<file path="src/rtl/uart_pkg.sv">
// Shared UART baud constants: divisor width, select codes, FSM encoding
// and the select-to-divisor table (100 MHz system clock).
package uart_pkg;

  localparam int K_W = 19;

  localparam logic [3:0] BAUD_300    = 4'b0000;
  localparam logic [3:0] BAUD_1200   = 4'b0001;
  localparam logic [3:0] BAUD_2400   = 4'b0010;
  localparam logic [3:0] BAUD_4800   = 4'b0011;
  localparam logic [3:0] BAUD_9600   = 4'b0100;
  localparam logic [3:0] BAUD_19200  = 4'b0101;
  localparam logic [3:0] BAUD_38400  = 4'b0110;
  localparam logic [3:0] BAUD_57600  = 4'b0111;
  localparam logic [3:0] BAUD_115200 = 4'b1000;
  localparam logic [3:0] BAUD_230400 = 4'b1001;
  localparam logic [3:0] BAUD_460800 = 4'b1010;
  localparam logic [3:0] BAUD_921600 = 4'b1011;

  localparam logic [3:0] RST_BAUD = BAUD_115200;

  typedef enum logic [1:0] {
    ST_RUN  = 2'd0,
    ST_PEND = 2'd1,
    ST_LOAD = 2'd2
  } baud_state_e;

  // Unused codes fall back to the slowest rate rather than being rejected.
  function automatic logic [K_W-1:0] baud_k(input logic [3:0] sel);
    logic [K_W-1:0] k;
    case (sel)
      BAUD_300:    k = K_W'(333333);
      BAUD_1200:   k = K_W'(83333);
      BAUD_2400:   k = K_W'(41667);
      BAUD_4800:   k = K_W'(20833);
      BAUD_9600:   k = K_W'(10417);
      BAUD_19200:  k = K_W'(5208);
      BAUD_38400:  k = K_W'(2604);
      BAUD_57600:  k = K_W'(1736);
      BAUD_115200: k = K_W'(868);
      BAUD_230400: k = K_W'(434);
      BAUD_460800: k = K_W'(217);
      BAUD_921600: k = K_W'(109);
      default:     k = K_W'(333333);
    endcase
    return k;
  endfunction

endpackage

</file>
<file path="src/rtl/uart_baud_ctrl_decoder.sv">
// Combinational baud select to clock-divisor lookup.
module baud_decoder #(
  parameter int K_W = uart_pkg::K_W
) (
  input  logic [3:0]     sel_i,
  output logic [K_W-1:0] k_o
);
  import uart_pkg::*;

  assign k_o = K_W'(baud_k(sel_i));

endmodule

</file>
<file path="src/rtl/uart_baud_ctrl.sv">
// UART baud-rate owner: defers select changes until TX and RX are idle,
// then runs the divisor counter that emits bit and half-bit ticks.
//
// state | meaning
// RUN   | active setting in use, no write queued
// PEND  | write queued, waiting for tx_busy = rx_busy = 0
// LOAD  | one cycle: apply queued select/divisor, clear counter
module uart_baud_ctrl #(
  parameter int         K_W      = uart_pkg::K_W,
  parameter logic [3:0] RST_BAUD = uart_pkg::RST_BAUD
) (
  input  logic           clk,
  input  logic           reset_n,
  input  logic           baud_wr,
  input  logic [3:0]     baud_din,
  input  logic           tx_busy,
  input  logic           rx_busy,
  input  logic           tick_en,
  input  logic           tick_clr,
  output logic [3:0]     baud_sel,
  output logic [K_W-1:0] k_active,
  output logic           pending,
  output logic           bit_tick,
  output logic           half_tick
);
  import uart_pkg::*;

  localparam logic [K_W-1:0] RST_K = K_W'(baud_k(RST_BAUD));

  baud_state_e    state_q, state_d;
  logic [3:0]     pend_sel_q, pend_sel_d;
  logic [3:0]     baud_sel_q;
  logic [K_W-1:0] k_active_q;
  logic [K_W-1:0] cnt_q, cnt_d;
  logic [K_W-1:0] k_dec, k_last, k_half_last;
  logic           bit_tick_q, bit_tick_d;
  logic           half_tick_q, half_tick_d;

  baud_decoder #(.K_W(K_W)) u_dec (
    .sel_i (pend_sel_q),
    .k_o   (k_dec)
  );

  always_comb begin
    state_d    = state_q;
    pend_sel_d = pend_sel_q;
    if (baud_wr) pend_sel_d = baud_din;
    case (state_q)
      ST_RUN:  if (baud_wr) state_d = ST_PEND;
      ST_PEND: if (!tx_busy && !rx_busy) state_d = ST_LOAD;
      ST_LOAD: state_d = baud_wr ? ST_PEND : ST_RUN;
      default: state_d = ST_RUN;
    endcase
  end

  assign k_last      = k_active_q - K_W'(1);
  assign k_half_last = (k_active_q >> 1) - K_W'(1);

  // A clear takes priority over a terminal count, so no tick escapes it.
  always_comb begin
    cnt_d       = cnt_q;
    bit_tick_d  = 1'b0;
    half_tick_d = 1'b0;
    if (state_q == ST_LOAD || tick_clr) begin
      cnt_d = '0;
    end else if (tick_en) begin
      half_tick_d = (cnt_q == k_half_last);
      if (cnt_q == k_last) begin
        cnt_d      = '0;
        bit_tick_d = 1'b1;
      end else begin
        cnt_d = cnt_q + K_W'(1);
      end
    end
  end

  always_ff @(posedge clk) begin
    if (!reset_n) begin
      state_q     <= ST_RUN;
      pend_sel_q  <= RST_BAUD;
      baud_sel_q  <= RST_BAUD;
      k_active_q  <= RST_K;
      cnt_q       <= '0;
      bit_tick_q  <= 1'b0;
      half_tick_q <= 1'b0;
    end else begin
      state_q     <= state_d;
      pend_sel_q  <= pend_sel_d;
      cnt_q       <= cnt_d;
      bit_tick_q  <= bit_tick_d;
      half_tick_q <= half_tick_d;
      if (state_q == ST_LOAD) begin
        baud_sel_q <= pend_sel_q;
        k_active_q <= k_dec;
      end
    end
  end

  assign baud_sel  = baud_sel_q;
  assign k_active  = k_active_q;
  assign pending   = (state_q != ST_RUN);
  assign bit_tick  = bit_tick_q;
  assign half_tick = half_tick_q;

endmodule

</file>
<file path="config.mk">
export PLATFORM = sky130hd
export DESIGN_NAME = uart_baud_ctrl
export DESIGN_NICKNAME = d
export VERILOG_FILES = /design/src/rtl/uart_pkg.sv /design/src/rtl/uart_baud_ctrl_decoder.sv /design/src/rtl/uart_baud_ctrl.sv
export SDC_FILE = /design/constraint.sdc
export NUM_CORES = 1
export LEC_CHECK = 0
export CORE_ASPECT_RATIO = 0.9
export CORE_MARGIN = 5
export CORE_UTILIZATION = 52
export DETAILED_ROUTE_END_ITERATION = 10
export HOLD_SLACK_MARGIN = 0.03
export PLACE_DENSITY = 0.74
export SLEW_MARGIN = 5
export SYNTH_ARGS = -nofsm -noshare
export SYNTH_HDL_FRONTEND = slang
export SYNTH_HIERARCHICAL = 1
export SYNTH_SLANG_ARGS = --single-unit
</file>
<file path="constraint.sdc">
create_clock -name clk -period 6.6 [get_ports clk]
set_input_delay 0.99 -clock clk [delete_from_list [all_inputs] [get_ports clk]]
set_output_delay 0.99 -clock clk [all_outputs]
set_load 0.005 [all_outputs]
</file>
After elaboration in Yosys (flattened, before gate mapping)

Memory sizes are Yosys's and may differ from the RTL's. A register that Yosys moved wholly into a read port is not among the register bits.
Cells that the tools add are included.

Latch bits: 0
Output and inout bits: 26
Memories kept: 1
Bits in registers: 50
Logic and storage cells: 35
Bits in read-only memories: 288
Input bits: 11
Memory bits (writable): 0

Order comparisons: 0
Bitwise logic cells: 2
Shifts and indexed selects: 0
Reductions and logical operators: 10
Div/mod/pow operators: 0
Multipliers: 0
$add $sub $neg: 3
Equal/unequal tests: 6
Mux-type cells: 6

Memories:

| name             | words | width | rd ports | clocked after memory_dff | write ports | line           | text |
|---|---|---|---|---|---|---|---|
| (name not given) | 16    | 18    | 1        | 1                        | 0           | uart_pkg.sv:31 | `case (sel)` |

Operator list:

| kind                                                 | count |
|---|---|
| equality test 19 bit                                 | 2 |
| adder 19 x 1 -> 19 bit (second input constant)       | 1 |
| 2-to-1 mux 19 bit                                    | 1 |
| subtractor 18 x 1 -> 19 bit (second input constant)  | 1 |
| subtractor 19 x 1 -> 19 bit (second input constant)  | 1 |
| case mux 2 bit (3 select lines)                      | 1 |
| 2-to-1 mux 2 bit                                     | 2 |
| inequality test 2 bit (second input constant)        | 2 |
| logical NOT 1 bit                                    | 3 |
| OR reduction 3 bit                                   | 1 |
| equality test 2 x 1 -> 1 bit (second input constant) | 1 |
| equality test 2 bit (second input constant)          | 1 |
| logical NOT 2 bit                                    | 1 |
| 2-to-1 mux 1 bit                                     | 2 |
| NOT 1 bit                                            | 2 |
| AND reduction 2 bit                                  | 1 |
| nonzero test 2 bit                                   | 1 |
| OR reduction 2 bit                                   | 1 |
| logical AND 1 bit                                    | 1 |
| logical OR 1 bit                                     | 1 |

Longest topological paths before layout

Depth in word-level cells: 4
Depth in mapped cells: 12
Mapped depth without buffers: 9

Modules after synthesis

The synthesis kept the hierarchy.

Modules (own cells, without submodules):

| module         | area each (µm²) | cells each | times used | seq. area each (µm²) |
|---|---|---|---|---|
| uart_baud_ctrl | 3234.4          | 412        | 1          | 1001.0 |
| baud_decoder   | 426.7           | 58         | 1          | 0.0 |

Least setup slack after synthesis

Ideal clock, no wire load.

Path kind: reg-to-reg
Start point: register k_active_q[1] (netlist: k_active[1])
End point: register cnt_q[1]
Data required time: 6.483 ns
Slack: 3.727 ns
Setup time: 0.117 ns
Clock period less this slack: 2.873 ns
Stages on the path, launching flop included: 10
Data arrival time: 2.755 ns
Buffers on the path: 0
Cells stage by stage: dfxtp_1 inv_1 ha_1 or3b_1 or2_1 or4_4 mux2i_1 nor4b_2 or4b_1 a32o_1

Longest elaborated chain between the ends: 3

Ends and longest elaborated chain:

| item                        | line                 | text |
|---|---|---|
| from (decl)                 | uart_baud_ctrl.sv:33 | `logic [K_W-1:0] k_active_q;` |
| subtractor 19 x 1 -> 19 bit | uart_baud_ctrl.sv:56 | `assign k_last = k_active_q - K_W'(1);` |
| equality test 19 bit        | uart_baud_ctrl.sv:68 | `if (cnt_q == k_last) begin` |
| 2-to-1 mux 19 bit           | uart_baud_ctrl.sv:68 |  |
| to (signal assigned)        | uart_baud_ctrl.sv:89 | `cnt_q <= cnt_d;` |
| to (decl)                   | uart_baud_ctrl.sv:34 | `logic [K_W-1:0] cnt_q, cnt_d;` |

No other way between the ends.
A chain may end at the register's enable or synchronous reset.

Worst setup path in the final report

Start point: register k_active_q[1] (netlist: k_active[1])
End point: register cnt_q[2]

The elaborated chain is that of the path after synthesis.

==> reports/metrics.csv <==
stage,metric,value,unit
sta,finalCriticalPeriod,3501,ps
setup_path,r2r_slack,3100,ps
pwr,irDropWorstVdd,0.1090,mV
clocking,cts_inserted_buffers,5,
synth,synthArstFlopShare,0,%
floorplanning,fp.dieH,89.60,microns
setup_path,path_buf_inv,1,
setup_path,crit_path_start_kind,flip-flop,
sta,max_freq,0.2856,GHz
setup_path,crit_chain,"inv_1, ha_1, or3b_1, or2_1, or4_4, mux2i_1, nor4b_1, and4bb_1, nor4_1",
setup_path,rr_startpoint,k_active[1]$_SDFFE_PN0P_,
sta,finalSetupTns,0,ps
drt,routed_wl,8995,microns
drt,ant_nets,0,
synth,synth_edf_count,0,
min_path,hp-class,reg2reg,
drt,num_vias,3222,
clocking,cts_setup_buffers,0,
min_path,hold_depth,2,
layout,fin_area,4011,sq um
pwr,power_density,140.1,nW/um^2
global_routing,overflow,0,
drt,post_drt_wl_per_cell,15.89,microns
sta,rsz0062_at_grt,no,
floorplanning,die_area,8821,sq um
min_path,hold_path_end,baud_sel[3]$_SDFFE_PN1P_,
layout,final_common_cell,nand2_1,
layout,nNetsFinal,492,
synth,yosysTopAreaCellShare,27.34,%
layout,fillers,671,
global_routing,grt_max_degree,32,
sta,timing.final.crit_share,53.04,%
setup_path,crit_slowest_cell,and4bb_1,
layout,antennaDiodeCount,0,
clocking,ctsResizeCount,0,
floorplanning,io_pins,37,
clocking,h-tree-depth,2,
clocking,cts_root_buffer,clkbuf_8,
sta,skew,15.65,ps
placement,gp_congestion,0.9589,
floorplanning,initial_core_util,52.55,%
synth,avgSynthCellArea,7.789,sq um
setup_path,cp_max_fo,17,
floorplanning,core-area,6967,sq um
synth,synthCells,470,
clocking,clockBufferDepth,2,
clocking,cts.sinks,50,
sta,setup_slack,3099,ps
drt,viasPerCell,5.693,
setup_path,worst-setup-path-type,reg2reg,
pwr,p_leak,1.460,nW
drt,drt-pass1-iter-count,5,
sta,finalMaxSlewViolations,0,
sta,relSlewSlack,35.15,%
sta,whs,473.9,ps
placement,hpwl,6575,microns
sta,finalSetupViolations,0,
global_routing,grt_pass1_vias,2893,
global_routing,antenna_found_initial,0,
setup_path,max_stage_delay,680,ps
setup_path,cp-end-kind,flip-flop,
setup_path,worstPathArrival,3660,ps
global_routing,grt_pass1_wl,14830,microns
setup_path,r2r_end,cnt_q[2]$_SDFFE_PP0P_,
outcome,outcome,finished clean,
setup_path,crit_required,6760,ps
global_routing,groute.usage.overall,20.85,%
floorplanning,num_rows,29,
sta,worst_pin_slew,969.7,ps
drt,drc,0,
floorplanning,die_w,98.45,microns
clocking,cts_tree,done,
placement,io_buffers,36,
clocking,insertion_delay,320,ps
synth,synth_fp_nets,490,
placement,placed_cell_area,3921,sq um
synth,ys_types,67,
layout,drive_gt1_share,5.285,%
layout,most-common-layout-cells,"nand2_1 (71), dfxtp_1 (50), xnor2_1 (41)",
synth,yosysWarnings,6,
synth,synth_ff_type,dfxtp_1,
synth,synth-seq-area-share,27.34,%
clocking,path_clk_slew,110,ps
synth,synth_area_leaders,"dfxtp_1 (27%), xnor2_1 (9.8%), nand2_1 (7.3%)",
sta,finalHoldViolCount,0,
clocking,cts_hold_buf,0,
min_path,min_from,baud_sel[3]$_SDFFE_PN1P_,
run,maxCapViolCount,0,
setup_path,rr_worst_depth,9,
drt,drt_iter0_drc,340,
synth,netlist_area,3661,sq um
setup_path,critical_path.top_delay_family,simple AND/OR/NAND/NOR gates,
synth,ys_seq_elements,50,
synth,synth_top_cell_by_area,dfxtp_1,
placement,dp_slack,2843,ps
layout,synthToLayoutAreaGrowth,9.569,%
flip-flops by register name, summed over array words and instances (netlist names):
| signal | count |
|---|---|
| half_tick | 1 |
| baud_sel | 4 |
| cnt_q | 19 |
| k_active | 19 |
| state_q | 2 |
| pend_sel_q | 4 |
| bit_tick | 1 |
cells by family (layout without fill, tap and decap cells):
group                    after synthesis  after routing  synth area share [%]
adder cells (fa/ha/maj)                9              9                 3.076
AO/OA/AOI/OAI                         63             63                 11.86
buffers and inverters                 56             59                 7.655
other                                  1              1                0.1024
flip-flops                            50             50                 27.34
AND/OR/NAND/NOR                      212            212                 30.45
XOR/XNOR                              67             67                 16.03
multiplexers                          12             12                 3.486
synthesized netlist by cell type (9+ instances only):
library cell  count
nand2_1          71
dfxtp_1          50
xnor2_1          41
clkbuf_1         31
nor2_1           28
nor3_1           27
xor2_1           26
nand3_1          19
a21boi_0         18
inv_1            13
o21ai_0          10
ha_1              9
mux2i_1           9
nand4_1           9
worst max path at each step:
stage / startpoint / endpoint / depth (start not counted) / slack [ps]
after floorplan: k_active[1]$_SDFFE_PN0P_ / cnt_q[1]$_SDFFE_PP0P_ / 9 / 3730
after global placement: reset_n / half_tick$_SDFF_PP0_ / 7 / 3060
after detailed placement: reset_n / half_tick$_SDFF_PP0_ / 7 / 2840
after CTS: k_active[1]$_SDFFE_PN0P_ / cnt_q[2]$_SDFFE_PP0P_ / 9 / 3150
after global routing: reset_n / half_tick$_SDFF_PP0_ / 7 / 2880
final: k_active[1]$_SDFFE_PN0P_ / cnt_q[2]$_SDFFE_PP0P_ / 9 / 3100
cell type report:
type	count	area [sq um]	area share [%]
Inverter	13	48.80	1.216
Timing Repair Buffer	38	375.4	9.357
Clock inverter	3	21.27	0.5303
Multi-Input combinational cell	364	2380	59.33
Clock buffer	5	68.82	1.716
Sequential cell	50	1001	24.95
Tap cell	93	116.4	2.901
worst min-delay path: stages, from the launching register on:
cell and delay (ps):
dfxtp_1 320, nand2_1 50, nand3_1 60
per-stage QoR:
| stage | cells | utilization, % | power [mW] |
|---|---|---|---|
| detailed placement | 558 | 56.29 | 0.3832 |
| floorplan | 470 | - | 0.3667 |
| global placement | 558 | 56.29 | 0.3817 |
| finish | 566 | 57.58 | 0.5621 |
| global route | 566 | 57.58 | 0.5867 |
| CTS | 566 | 57.58 | 0.5656 |
layer usage:
layer | routed length [microns] | share of wire (%) | vias to the layer above | GRT usage [%]
li1 | - | - | 1602 | -
met1 | 4422 | 49 | 1493 | 29.87
met2 | 3835 | 43 | 110 | 32.90
met3 | 591 | 6.6 | 17 | 3.475
met4 | 145 | 1.6 | 0 | 5.335
met5 | 0 | 0 | - | 0
where the power goes:
group	internal, mW	leakage (nW)	switching (mW)
combinational	0.0306	1.01	0.0289
clock	0.0747	0.0441	0.110
sequential	0.305	0.404	0.0125
total	0.411	1.46	0.151
(Power assumes the default switching activity.)
